<file path="src/rtl/chain_bist.sv">
// chain_bist: BIST wrapper for one lane of a shift-register test chain.
// Drives a selectable pattern into the chain. Regenerates the same pattern
// delayed by the chain latency and compares it with the chain output.
// Reports a saturating mismatch count, the index of the first mismatch and a pass flag.
module chain_bist #(
  parameter int unsigned LATENCY = 80,
  parameter int unsigned LEN_W   = 16,
  parameter int unsigned ERR_W   = 8
) (
  input  logic             clk,
  input  logic             rst_n,
  input  logic             start,
  input  logic             abort,
  input  logic [1:0]       pattern_sel,
  input  logic [LEN_W-1:0] run_len,
  output logic             chain_din,
  input  logic             chain_dout,
  output logic             busy,
  output logic             done,
  output logic             pass,
  output logic [ERR_W-1:0] err_count,
  output logic [LEN_W-1:0] first_err_idx
);

  // Latency counter saturates at LATENCY, so it must hold LATENCY+1 values
  localparam int unsigned LAT_W = $clog2(LATENCY + 2);
  localparam logic [6:0]  SEED  = 7'h7F;

  typedef enum logic [1:0] {
    IDLE = 2'd0,
    RUN  = 2'd1,
    DONE = 2'd2
  } state_t;

  state_t           state;
  logic [1:0]       sel_q;
  logic [LEN_W-1:0] len_q;
  logic [LEN_W-1:0] gen_idx;
  logic [LEN_W-1:0] chk_idx;
  logic [6:0]       gen_lfsr;
  logic [6:0]       chk_lfsr;
  logic [LAT_W-1:0] lat_cnt;

  // PRBS7 x^7+x^6+1, Fibonacci form, shifting toward the MSB
  function automatic logic [6:0] prbs_next(input logic [6:0] s);
    return {s[5:0], s[6] ^ s[5]};
  endfunction

  // Pattern bit for a given index: PRBS MSB, constant 0/1, or 1,0,1,... from index 0
  function automatic logic pat_bit(input logic [1:0] sel, input logic prbs_msb,
                                   input logic idx_lsb);
    logic b;
    case (sel)
      2'd0:    b = prbs_msb;
      2'd1:    b = 1'b0;
      2'd2:    b = 1'b1;
      default: b = ~idx_lsb;
    endcase
    return b;
  endfunction

  // Run control, pattern generator and delayed checker
  always_ff @(posedge clk or negedge rst_n) begin
    if (!rst_n) begin
      state         <= IDLE;
      sel_q         <= '0;
      len_q         <= '0;
      gen_idx       <= '0;
      chk_idx       <= '0;
      gen_lfsr      <= SEED;
      chk_lfsr      <= SEED;
      lat_cnt       <= '0;
      chain_din     <= 1'b0;
      busy          <= 1'b0;
      done          <= 1'b0;
      pass          <= 1'b0;
      err_count     <= '0;
      first_err_idx <= '0;
    end else begin
      case (state)
        RUN: begin
          if (abort) begin
            state     <= IDLE;
            busy      <= 1'b0;
            done      <= 1'b0;
            chain_din <= 1'b0;
          end else begin
            // Generator: one bit per cycle until run_len bits have gone out
            if (gen_idx < len_q) begin
              chain_din <= pat_bit(sel_q, gen_lfsr[6], gen_idx[0]);
              gen_idx   <= gen_idx + 1'b1;
              gen_lfsr  <= prbs_next(gen_lfsr);
            end else begin
              chain_din <= 1'b0;
            end
            // Checker: compares only once the first bit has crossed the chain
            if (lat_cnt != LAT_W'(LATENCY)) begin
              lat_cnt <= lat_cnt + 1'b1;
            end else if (chk_idx < len_q) begin
              if (chain_dout != pat_bit(sel_q, chk_lfsr[6], chk_idx[0])) begin
                if (err_count != '1) err_count <= err_count + 1'b1;
                // err_count saturates rather than wrapping, so zero means no mismatch yet
                if (err_count == '0) first_err_idx <= chk_idx;
              end
              chk_idx  <= chk_idx + 1'b1;
              chk_lfsr <= prbs_next(chk_lfsr);
            end else begin
              state <= DONE;
              busy  <= 1'b0;
              done  <= 1'b1;
              pass  <= (err_count == '0);
            end
          end
        end
        default: begin
          chain_din <= 1'b0;
          if (start) begin
            sel_q         <= pattern_sel;
            len_q         <= run_len;
            err_count     <= '0;
            first_err_idx <= '0;
            chk_idx       <= '0;
            chk_lfsr      <= SEED;
            lat_cnt       <= '0;
            if (run_len == '0) begin
              state    <= DONE;
              done     <= 1'b1;
              pass     <= 1'b1;
              busy     <= 1'b0;
              gen_idx  <= '0;
              gen_lfsr <= SEED;
            end else begin
              // Bit 0 is driven on the accepting edge itself
              state     <= RUN;
              busy      <= 1'b1;
              done      <= 1'b0;
              pass      <= 1'b0;
              chain_din <= pat_bit(pattern_sel, SEED[6], 1'b0);
              gen_idx   <= LEN_W'(1);
              gen_lfsr  <= prbs_next(SEED);
            end
          end
        end
      endcase
    end
  end

endmodule

</file>
<file path="config.mk">
export PLATFORM = sky130hd
export DESIGN_NAME = chain_bist
export DESIGN_NICKNAME = d
export VERILOG_FILES = /design/src/rtl/chain_bist.sv
export SDC_FILE = /design/constraint.sdc
export NUM_CORES = 1
export LEC_CHECK = 0
export BUFFER_PORTS_ARGS = -buffer_cell sky130_fd_sc_hd__buf_2
export CAP_MARGIN = 10
export CORE_AREA = 2 2 112 114
export DETAILED_ROUTE_END_ITERATION = 12
export DIE_AREA = 0 0 114 116
export PLACE_DENSITY = 0.65
export SLEW_MARGIN = 40
export SYNTH_ARGS = -nofsm -noshare
export SYNTH_HDL_FRONTEND = slang
export SYNTH_SLANG_ARGS = --single-unit
</file>
<file path="constraint.sdc">
create_clock -name clk -period 3.2 [get_ports clk]
set_input_delay 0.48 -clock clk [delete_from_list [all_inputs] [get_ports clk]]
set_output_delay 0.48 -clock clk [all_outputs]
set_load 0.01 [all_outputs]
</file>
==> reports/summary.md <==
The area share of the largest cell type after synthesis is 37.9%, and the standby leakage power is 0.00294 uW. The worst setup path category was flip-flop to flip-flop. Clock transition time at the flip-flop clock pins of the worst setup and hold paths: 0.07 ns. The worst reg2reg path endpoint is first_err_idx[4]. The clock passes through at most 2 buffers. The synthesized design spends more area on one cell type than any other, namely sky130_fd_sc_hd__dfrtp_1. TritonCTS built the clock tree. VDD sags by at most 305 uV. Max-cap violations in this run came to 0.

Share of synthesized area spent on multiplexers: 1.96%. Initial cell density of the core: 47.1%. Compared with the post-synthesis result, the final layout area differs by 11.8%.

For the worst-skew pair, the clock arrives at the later sink with an insertion delay of 0.36 ns. The run gives 13200 sq um as the overall die area. Of the total synthesized cell area, the portion taken by full adders, half adders and majority gates is 8.02%. At the placement stage, the worst setup path has a slack of 0.494 ns. The post-route netlist has 17.4% of its cells at a drive strength greater than 1. 0 antenna diodes ended up in the layout. In the layout the commonest cells are sky130_fd_sc_hd__dfrtp_1 (85), sky130_fd_sc_hd__nand2_1 (72), sky130_fd_sc_hd__buf_2 (49). The number of antenna violations at the first check in global routing was 0; the number of vias in the routed layout was 4732. After the last flow step, the layout net total stands at 681. For the total of hold buffers inserted after clock tree synthesis, the log shows 0. Static timing analysis puts the maximum clock frequency at 363 MHz. After Yosys synthesis, XOR and XNOR cells account for 1.40% of the synthesized area. The tools report the number of distinct standard cells referenced by the synthesized netlist as 65.

The final weighted congestion in routability-driven placement is 0.847, and the row count is 40. The share of the synthesized area in compound gates (AO/OA/AOI/OAI) was 20.9%; the post-cts repair resize count was 0. The placed cell count is 758, and the via density per instance is 6.11. The logs give 3 for the maximum level of the CTS H-tree and 0 for the number of warning messages in the yosys log. In the post-synthesis netlist, the biggest area contributors are sky130_fd_sc_hd__dfrtp_1 (38%), sky130_fd_sc_hd__ha_1 (8.0%), sky130_fd_sc_hd__dfstp_2 (6.6%). Dividing the detail-routed wire length by the instance count gives 18.4 um. The final worst slack was 0.448 ns. In this run the clock root is driven by a sky130_fd_sc_hd__clkbuf_16.

The final worst-path cycle share was 86.0%. The length of the first detailed-routing pass in iterations is 5, and the critical-path maximum fanout is 16. Summed over all layers, the global routing overflow is 0. The run gives 4656 as the via count of the first global-routing pass.

Setup total negative slack on the finished layout was measured at 0 ns. Input and output buffers added on the ports amount to 50. Post-route clock skew: 0.00598 ns. After the flow finishes, the layout carries non-filler instances totaling 774.

Horizontal extent of the die: 114 um. In this run the power density over the cells is 614 nW/um^2. At the pin with the least slew margin, the transition time is 0.808 ns. The share of the yosys chip area belonging to registers was 44.4%; the final cell area excluding filler cells was 6280 sq um. The maximum number of pins on one net before global-route repair is 59. The proportion of register bits with asynchronous set or reset after synthesis came out at 100%. CTS saw 99 sinks. For the total count of max-transition violations in the final report, the log shows 0. The classification of the worst-slack hold path is input port to asynchronous set/reset pin. Subtracting the final worst setup slack from the clock period gives 2.75 ns. The number of nets in the synthesized netlist is 642.

The combinational family with the most area after synthesis is compound AO/OA/AOI/OAI gates. For the final number of setup-violating endpoints, the log shows 0. The total count of hold-check failures in the final report is 0. The global-route total usage across every layer is 22.7%, and the iteration-0 DRC count of the detailed router is 286.

The tools report the startpoint type of the worst setup path as a flip-flop. The global-route wire length before repair was 23.6 mm. The startpoint identified for the worst register-to-register timing path is chk_idx[9]. The critical path data required time was 3.50 ns; the post-synthesis share of cell area spent on and, or, nand and nor gates was 18.9%. For this design the top-level I/O count stands at 51.

Leaving out fill and tap cells, the most frequent cell in the layout is sky130_fd_sc_hd__dfrtp_1. The number of cells produced by synthesis was 583; the worst endpoint data arrival time was 3.05 ns. For the worst flop-to-flop path, the logic depth is 8. Number of buffers inserted during clock tree synthesis: 9. A synthesized cell averages 9.63 sq um.

The post-detailed-route DRC marker count is 0, and the reg-to-reg setup timing slack is 0.45 ns. Yosys mapped a number of flops with a built-in enable equal to 0. The worst pin sits at a relative slew slack of 46.1%. The height of the die is 116 um, and the count of buffers added by post-CTS timing repair for setup is 0. The register bit total from synthesis came out at 99. The worst setup path is captured at a flip-flop. The flow ran to the end, and the final reports show no timing, DRC or antenna violations. The final layout contains routed wiring with a total length of 14.2 mm. After legalization and detailed placement, the total HPWL measured 9.97 mm. The floorplan step defined a core boundary enclosing 11900 sq um.

After synthesis the cells add up to 5610 sq um. In this run the remaining antenna-violating nets after routing total 0. The critical path starts at chk_idx[9]. In the synthesized netlist the dominant register cell turns out to be sky130_fd_sc_hd__dfrtp_1.

Setup repair after global routing left no endpoint under its margin. Once placement finished, the instance area stood at 5990 sq um.
[layer usage]
metal | track usage (%) | share of wire, % | up-vias
li1 | - | - | 2246
met1 | 30.6 | 46 | 2320
met2 | 36.7 | 47 | 142
met3 | 3.87 | 5.0 | 24
met4 | 9.43 | 2.4 | 0
met5 | 0 | 0 | -
[logic make-up after synthesis]
family,Yosys count
and+or+nand+nor,199
xor gates and xnor gates,9
adders and majority gates,36
AOI/OAI and AO/OA,173
DFF,99
muxes,11
buffers and inverters,56
[critical path, cell delays in order (launching register included)]
cell                       delay (ns)
sky130_fd_sc_hd__dfrtp_1         0.46
sky130_fd_sc_hd__ha_1            0.35
sky130_fd_sc_hd__a21o_1          0.17
sky130_fd_sc_hd__a221o_1         0.39
sky130_fd_sc_hd__a21oi_2         0.23
sky130_fd_sc_hd__o211ai_2        0.33
sky130_fd_sc_hd__nor4_4          0.32
sky130_fd_sc_hd__buf_4           0.27
sky130_fd_sc_hd__a22o_1          0.16
[how the worst max path moves through the flow]
stage | end | slack (ns) | cells after the start
2_1_floorplan | err_count[2] | 0.87 | 8
3_3_place_gp | first_err_idx[14] | 0.34 | 6
3_5_place_dp | first_err_idx[4] | 0.49 | 8
4_1_cts | first_err_idx[4] | 0.46 | 8
5_1_grt | chk_idx[4] | 0.25 | 6
6_report | first_err_idx[4] | 0.45 | 8
[registers in the layout (all words and copies together) (netlist names)]
| register | cells |
|---|---|
| chain_din | 1 |
| gen_idx | 16 |
| pass | 1 |
| lat_cnt | 7 |
| gen_lfsr | 7 |
| chk_lfsr | 7 |
| sel_q | 2 |
| len_q | 16 |
| first_err_idx | 16 |
| state | 2 |
| chk_idx | 16 |
| err_count | 8 |
[Yosys cell counts (4+ instances only)]
cell type and count:
sky130_fd_sc_hd__xor2_1 8, sky130_fd_sc_hd__dfstp_2 14, sky130_fd_sc_hd__mux2i_1 11, sky130_fd_sc_hd__nor4_1 7, sky130_fd_sc_hd__o21ai_0 43, sky130_fd_sc_hd__o31ai_1 12
sky130_fd_sc_hd__a21oi_1 33, sky130_fd_sc_hd__or4_1 12, sky130_fd_sc_hd__nor3_1 7, sky130_fd_sc_hd__and2_1 4, sky130_fd_sc_hd__ha_1 36, sky130_fd_sc_hd__and3_1 12
sky130_fd_sc_hd__nor2b_1 4, sky130_fd_sc_hd__buf_2 7, sky130_fd_sc_hd__buf_1 4, sky130_fd_sc_hd__clkbuf_1 17, sky130_fd_sc_hd__a31oi_1 19, sky130_fd_sc_hd__nand2_1 72
sky130_fd_sc_hd__nor2_1 28, sky130_fd_sc_hd__inv_1 23, sky130_fd_sc_hd__a22o_1 16, sky130_fd_sc_hd__o211a_1 5, sky130_fd_sc_hd__o211ai_1 6, sky130_fd_sc_hd__dfrtp_1 85
sky130_fd_sc_hd__nand3_1 19, sky130_fd_sc_hd__a21o_1 6, sky130_fd_sc_hd__and4_1 6, sky130_fd_sc_hd__nand4_1 14
[per-stage QoR]
| stage | utilization (%) | hold slack, ns | power [uW] |
|---|---|---|---|
| 3_3_place_gp | 50.3 | 0.442 | 2780 |
| 3_5_place_dp | 50.3 | 0.448 | 2820 |
| 4_1_cts | 52.7 | 0.139 | 3880 |
| 2_1_floorplan | - | 0.184 | 2410 |
| 5_1_grt | 52.7 | 0.159 | 4110 |
| 6_report | 52.7 | 0.116 | 3860 |
[report_power, final]
| group | leakage (uW) | internal [uW] | total [uW] | switching [uW] |
|---|---|---|---|---|
| sequential | 0.00129 | 1440 | 1570 | 127 |
| clock | 0.000132 | 552 | 1050 | 500 |
| combinational | 0.00151 | 394 | 1240 | 843 |
| total | 0.00294 | 2390 | 3860 | 1470 |
[layout make-up]
type / instances / area, sq um
clock buffer: 11 / 243
clock inverter: 5 / 37.5
fill: 1100 / 5640
inverter: 25 / 93.8
multi-input combinational: 428 / 2890
sequential: 99 / 2490
tap: 147 / 184
timing repair buffer: 59 / 333
Note: power is estimated with default switching activity, not from simulation.
